==> config.mk <==
export PLATFORM = sky130hd
export DESIGN_NAME = glogic16_arb
export DESIGN_NICKNAME = d
export VERILOG_FILES = /design/src/rtl/glogic16_arb.sv
export SDC_FILE = /design/constraint.sdc
export NUM_CORES = 1
export LEC_CHECK = 0
export ABC_CLOCK_PERIOD_IN_PS = 1900
export BUFFER_PORTS_ARGS = -buffer_cell sky130_fd_sc_hd__buf_2
export CELL_PAD_IN_SITES_DETAIL_PLACEMENT = 1
export CELL_PAD_IN_SITES_GLOBAL_PLACEMENT = 1
export CORE_UTILIZATION = 40
export DETAILED_ROUTE_END_ITERATION = 8
export PLACE_DENSITY_LB_ADDON = 0.1
export SETUP_SLACK_MARGIN = 0.2
export SYNTH_ARGS = -nofsm -noshare
export SYNTH_HDL_FRONTEND = slang
export SYNTH_SLANG_ARGS = --single-unit
==> constraint.sdc <==
create_clock -name clk -period 1.9 [get_ports clk]
set_input_delay 0.38 -clock clk [delete_from_list [all_inputs] [get_ports clk]]
set_output_delay 0.38 -clock clk [all_outputs]
set_load 0.01 [all_outputs]
==> src/rtl/glogic16_arb.sv <==
`default_nettype none
// ============================================================================
// Module   : glogic16_arb
// Brief    : Two-requester arbiter and sequencer for the shared 16-bit logic
//            unit (NOT / AND / OR / XOR). The arbiter grants one requester,
//            registers its operands, computes the result in a single shared
//            unit, and holds the result until the consumer accepts it.
//            Only one operation is in flight at a time.
// Config   : GLOGIC16_ARB_FIXPRI_EN
//            Defined   -> fixed priority. Requester 0 wins every tie and no
//                         priority register is built.
//            Undefined -> round-robin arbitration (default).
// Revision : 1.0  initial release
// ============================================================================
module glogic16_arb (
    input  logic        clk,
    input  logic        rst_n,
    input  logic        v0,
    input  logic        v1,
    input  logic [1:0]  op0,
    input  logic [1:0]  op1,
    input  logic [15:0] a0,
    input  logic [15:0] b0,
    input  logic [15:0] a1,
    input  logic [15:0] b1,
    output logic        rdy0,
    output logic        rdy1,
    output logic        out_valid,
    output logic [15:0] out_y,
    output logic        out_id,
    input  logic        out_ready
);

    // Sequencer states.
    localparam logic [1:0] c_ST_IDLE = 2'd0;
    localparam logic [1:0] c_ST_EXEC = 2'd1;
    localparam logic [1:0] c_ST_DONE = 2'd2;

    // Opcodes of the shared logic unit.
    localparam logic [1:0] c_OP_NOT = 2'b00;
    localparam logic [1:0] c_OP_AND = 2'b01;
    localparam logic [1:0] c_OP_OR  = 2'b10;

    logic [1:0]  r_state;
    logic [1:0]  w_state_nxt;

    // Operands captured at grant time. They feed the shared unit during EXEC.
    logic [1:0]  r_op;
    logic [15:0] r_a;
    logic [15:0] r_b;
    logic        r_id;

    // Result registers. They are visible on the output ports.
    logic        r_out_valid;
    logic [15:0] r_out_y;
    logic        r_out_id;

    logic        w_any_req;
    logic        w_grant;
    logic        w_accept;
    logic        w_handshake;
    logic        w_prio;
    logic [15:0] w_unit_y;

    // A request is accepted only in IDLE. The result is retired in DONE
    // when the consumer is ready.
    assign w_any_req   = v0 | v1;
    assign w_accept    = (r_state == c_ST_IDLE) & w_any_req;
    assign w_handshake = (r_state == c_ST_DONE) & out_ready;

    // If only one requester is valid, it gets the grant. On a tie, the
    // priority pointer selects the winner.
    assign w_grant = (v0 & v1) ? w_prio : v1;

`ifdef GLOGIC16_ARB_FIXPRI_EN
    // Fixed priority: requester 0 always wins a tie.
    assign w_prio = 1'b0;
`else
    logic r_prio;

    // Round-robin pointer. After each retired result it points away from
    // the requester that was just served.
    always_ff @(posedge clk or negedge rst_n) begin
        if (!rst_n) begin
            r_prio <= 1'b0;
        end else if (w_handshake) begin
            r_prio <= ~r_out_id;
        end
    end

    assign w_prio = r_prio;
`endif

    // State register.
    always_ff @(posedge clk or negedge rst_n) begin
        if (!rst_n) begin
            r_state <= c_ST_IDLE;
        end else begin
            r_state <= w_state_nxt;
        end
    end

    // Next-state logic. EXEC always lasts exactly one cycle.
    always_comb begin
        w_state_nxt = r_state;
        case (r_state)
            c_ST_IDLE: begin
                if (w_any_req) begin
                    w_state_nxt = c_ST_EXEC;
                end
            end
            c_ST_EXEC: begin
                w_state_nxt = c_ST_DONE;
            end
            c_ST_DONE: begin
                if (out_ready) begin
                    w_state_nxt = c_ST_IDLE;
                end
            end
            default: begin
                w_state_nxt = c_ST_IDLE;
            end
        endcase
    end

    // Request-side handshake. At most one rdy is high, and only in IDLE.
    always_comb begin
        rdy0 = 1'b0;
        rdy1 = 1'b0;
        if (r_state == c_ST_IDLE && w_any_req) begin
            rdy0 = ~w_grant;
            rdy1 =  w_grant;
        end
    end

    // Capture the granted requester's opcode, operands and id.
    always_ff @(posedge clk or negedge rst_n) begin
        if (!rst_n) begin
            r_op <= 2'b00;
            r_a  <= 16'h0000;
            r_b  <= 16'h0000;
            r_id <= 1'b0;
        end else if (w_accept) begin
            r_op <= w_grant ? op1 : op0;
            r_a  <= w_grant ? a1  : a0;
            r_b  <= w_grant ? b1  : b0;
            r_id <= w_grant;
        end
    end

    // Shared logic unit. The NOT path uses the inverter datapath. The
    // other operations are plain bitwise functions. No carry, no extension.
    always_comb begin
        w_unit_y = 16'h0000;
        case (r_op)
            c_OP_NOT: w_unit_y = ~r_a;
            c_OP_AND: w_unit_y = r_a & r_b;
            c_OP_OR:  w_unit_y = r_a | r_b;
            default:  w_unit_y = r_a ^ r_b;
        endcase
    end

    // Result registers. They load at the end of EXEC and hold through DONE.
    // On reset, out_valid drops asynchronously.
    always_ff @(posedge clk or negedge rst_n) begin
        if (!rst_n) begin
            r_out_valid <= 1'b0;
            r_out_y     <= 16'h0000;
            r_out_id    <= 1'b0;
        end else if (r_state == c_ST_EXEC) begin
            r_out_valid <= 1'b1;
            r_out_y     <= w_unit_y;
            r_out_id    <= r_id;
        end else if (w_handshake) begin
            r_out_valid <= 1'b0;
        end
    end

    assign out_valid = r_out_valid;
    assign out_y     = r_out_y;
    assign out_id    = r_out_id;

endmodule
`default_nettype wire

### Yosys cells after proc, flatten, opt, wreduce, memory -nomap -nowiden

Cells that the tools add are included.

* memories: 0
* memory bits (writable): 0
* latch bits: 0
* output and inout bits: 20
* bits in read-only memories: 0
* register bits: 56

* divide/modulo/power cells: 0
* magnitude comparators: 0
* shifts and indexed selects: 0
* reductions and logical operators: 5
* add/subtract/negate cells: 0
* muxes and demuxes: 12
* equality and inequality tests: 6
* multipliers: 0
* bitwise logic cells: 10

Operators with widths (count)
* $pmux 16 s3: 1
* $mux 16: 2
* $and 16x16->16: 1
* $not 16->16: 1
* $or 16x16->16: 1
* $xor 16x16->16: 1
* $mux 2: 3
* $pmux 2 s3: 1
* $mux 1: 5
* $eq 2x1->1 const B: 2
* $eq 2x2->1 const B: 2
* $logic_not 2->1: 2
* $ne 2x2->1 const B: 2
* $and 1x1->1: 3
* $not 1->1: 2
* $reduce_and 2->1: 1
* $reduce_bool 2->1: 1
* $logic_and 1x1->1: 1
* $or 1x1->1: 1

### Longest topological paths before layout

* depth after elaboration: 4
* gate-level depth with buffers: 6
* mapped depth without buffers: 5

### Least setup slack after synthesis

OpenSTA, ideal clock, no wires.

* path type: register to output
* start point: register r_state[0]
* end point: output rdy1
* path slack: 0.410 ns
* required time: 1.520 ns
* data arrival time: 1.110 ns
* cell stages (with the launch flop): 5
* buffers on the path: 2
* path through: dfrtp_1 nor2_2 and3_4 buf_6 buf_6

* cells in the longest elaborated chain, start to end: 3

Ends and longest elaborated chain
* start, declared: line 44 `logic [1:0] r_state;`
* start signal, assigned: line 97 `r_state <= c_ST_IDLE;`
* start signal, assigned: line 99 `r_state <= w_state_nxt;`
* $logic_not 2->1: line 130 `if (r_state == c_ST_IDLE && w_any_req) begin`
* $logic_and 1x1->1: line 130
* $mux 1: line 130
* end, declared: line 27 `output logic rdy1,`

Every way passes these cells.

### Worst setup path after layout

* start point: register r_state[0]
* end point: output rdy0

* cells in the longest elaborated chain, start to end: 3

Ends and longest elaborated chain
* $logic_not 2->1: line 130
* $logic_and 1x1->1: line 130
* $mux 1: line 130
* end, declared: line 26 `output logic rdy0,`

Every way passes these cells.

==> qor.csv <==
metric,value,unit
drt-met1-wl,4130,microns
syn_to_final_growth,24.8,%
hold_viol,0,
critical_path_class,reg2out,
syn_area_per_cell,10.6,sq um
wl_met3,338,microns
fmaxAchievable,602,MHz
finalMaxSlewViolations,0,
die_w,92.8,microns
slowest_delay,450,ps
drt_wl_total,9200,microns
place.gp.congestion,0.713,
setup_viol,0,
die-height,92.8,microns
dr_total_vias,2762,
grtUsageTotal,22.6,%
maxCapViolCount,0,
io_buffer_count,92,
power.total,6740,uW
synth_area_leaders,"dfrtp_1, ha_1, a221o_1",
rows,32,
yosysMostFrequentCell,dfrtp_1,
hold-worst-slack,0.491,ps
cpMaxStageDelayCell,dfrtp_2,
synth_area,0.00330,sq mm
drc,0,
core_area,0.00785,sq mm
final_core_util,52.5,%
ant_nets,0,
grt_overflow,0,
power_density,1640,mW/mm^2
grt_pass1_wl,14800,microns
grt_pass1_vias,2868,
syn-num-nets,417,
h-tree-depth,2,
path_buf_inv,2,
die-area,0.00862,sq mm
drive_gt1_share,34.1,%
synthCells,312,
grt_antenna_before_repair,1,
synth_top_area_share,42.5,%
clock_path_buffers,2,
cts-buffers-inserted,5,
synth_seq_cells,56,
synth-edff-count,0,
fin_area,0.00412,sq mm
insertion_delay,320,ps
ys_seq_area_share,42.5,%
vdd_drop_max,0.000858,V
grt_max_degree,50,
required,1520,ps
dp_hpwl,6370,microns
worstPathArrival,1280,ps
fin_tns_setup,0,ps
wl_met2,4580,microns
placed_area,0.00385,sq mm
yosys_warnings,0,
cts_sinks,56,
vias_per_cell,5.41,
nets,512,
synth_common_cells,"dfrtp_1, a221o_1, and3_1, nand2_1, inv_1",
synth-main-ff-cell,dfrtp_1,
io_pins,93,
clk_pin_slew,120,ps
wl_per_cell,18.0,microns
fin_crit_sh,87.4,%
period_needed,1660,ps
drt_first_pass_iters,4,
initial_utilization,42.1,%
cts_root_buf,clkbuf_8,
startpoint_type,register,
ys_types,26,
async_flop_share,100,%
tightestPinTransition,983,ps
rsz0062_at_grt,false,
fin_worst_skew,19.5,ps
end_kind,primary output,
critPathTopFamily,flip-flops,
min_path_type,in2async,
slew_headroom,34.2,%
yosysTopAreaCell,dfrtp_1,
run_status,"complete, no violations",
path_cells,"nor2_4, buf_12, and2_4, buf_6",
drt_iter0_drc,105,
nFillCells,917,
cts_tree,done,
p_leak,0.00218,uW
critPathMaxFanout,4,
top_layer,met4,
## path summary, 6_finish.rpt
path                                          end  slack, ps              startpoint  depth (start not counted)
min                          out_y[9]$_DFFE_PN0P_        0.5                   rst_n                          1
max reg2reg                    r_a[8]$_DFFE_PN0P_        240      r_prio$_DFFE_PN0P_                          5
min in group clk              r_b[11]$_DFFE_PN0P_        280                  b1[11]                          2
min reg2reg                      r_id$_DFFE_PN0P_        490        r_id$_DFFE_PN0P_                          1
max                                          rdy0        240  r_state[0]$_DFFE_PN0P_                          4
max in group asynchronous  r_state[0]$_DFFE_PN0P_       1290                   rst_n                          2
## area by class of cell
type,instances,area (sq um),area share [%]
Timing Repair Buffer,111,669,16.3
Inverter,34,128,3.10
Multi-Input combinational cell,199,1670,40.5
Tap cell,102,128,3.10
Clock buffer,5,68.8,1.67
Clock inverter,3,46.3,1.12
Antenna cell,1,2.50,0.0608
Sequential cell,56,1410,34.2
## through the flow
stage,setup slack (ps),cells
final,239,511
after global routing,198,511
after CTS,203,507
after detailed placement,211,492
after global placement,251,492
after floorplan,410,312
## per-layer routing
metal	GRT usage [%]	up-vias
met2	38.5	60
met1	29.5	1368
met3	3.12	11
met4	6.79	0
met5	0	-
li1	-	1323
## cell usage in the layout, fill, tap and decap left out, types with 10 or more instances in the layout
cell      instances
buf_2            90
a221o_1          34
and3_1           34
nand2_1          34
dfrtp_1          53
inv_1            33
ha_1             32
o221ai_2         10
mux2i_1          16
buf_4            15
o21ai_0          18
## state kept, by name, indices dropped and copies added, names as in the netlist
signal and cells:
r_a 16, out_valid 1, out_id 1, r_state 2, out_y 16, r_b 16
r_id 1, r_prio 1, r_op 2
## worst reg2reg max path, stage by stage, from the launching register on
cell	delay (ps)
dfrtp_1	450
nand2b_1	170
and3_4	190
buf_4	200
buf_4	200
a221o_1	350
## kinds of logic after synthesis
group / share of synthesized area, %
AO/OA/AOI/OAI: 20.2
adder cells (fa/ha/maj): 12.1
buffers and inverters: 7.77
flip-flops: 42.5
multiplexers: 5.19
AND/OR/NAND/NOR: 12.2
## timing repair
action                                  4_1_cts  5_1_grt
buffers inserted                              6        3
endpoints found under the setup margin        2       25
gates cloned                                  1        0
resized for setup                             7        6
hold buffers                                  0        0
pin swaps                                     3        2
## power breakdown
part	switching (uW)	total [uW]	internal, uW
clock	431	829	398
sequential	650	2440	1790
combinational	1740	3470	1730
total	2820	6740	3920
No activity file was read; power rests on OpenSTA's default activity.
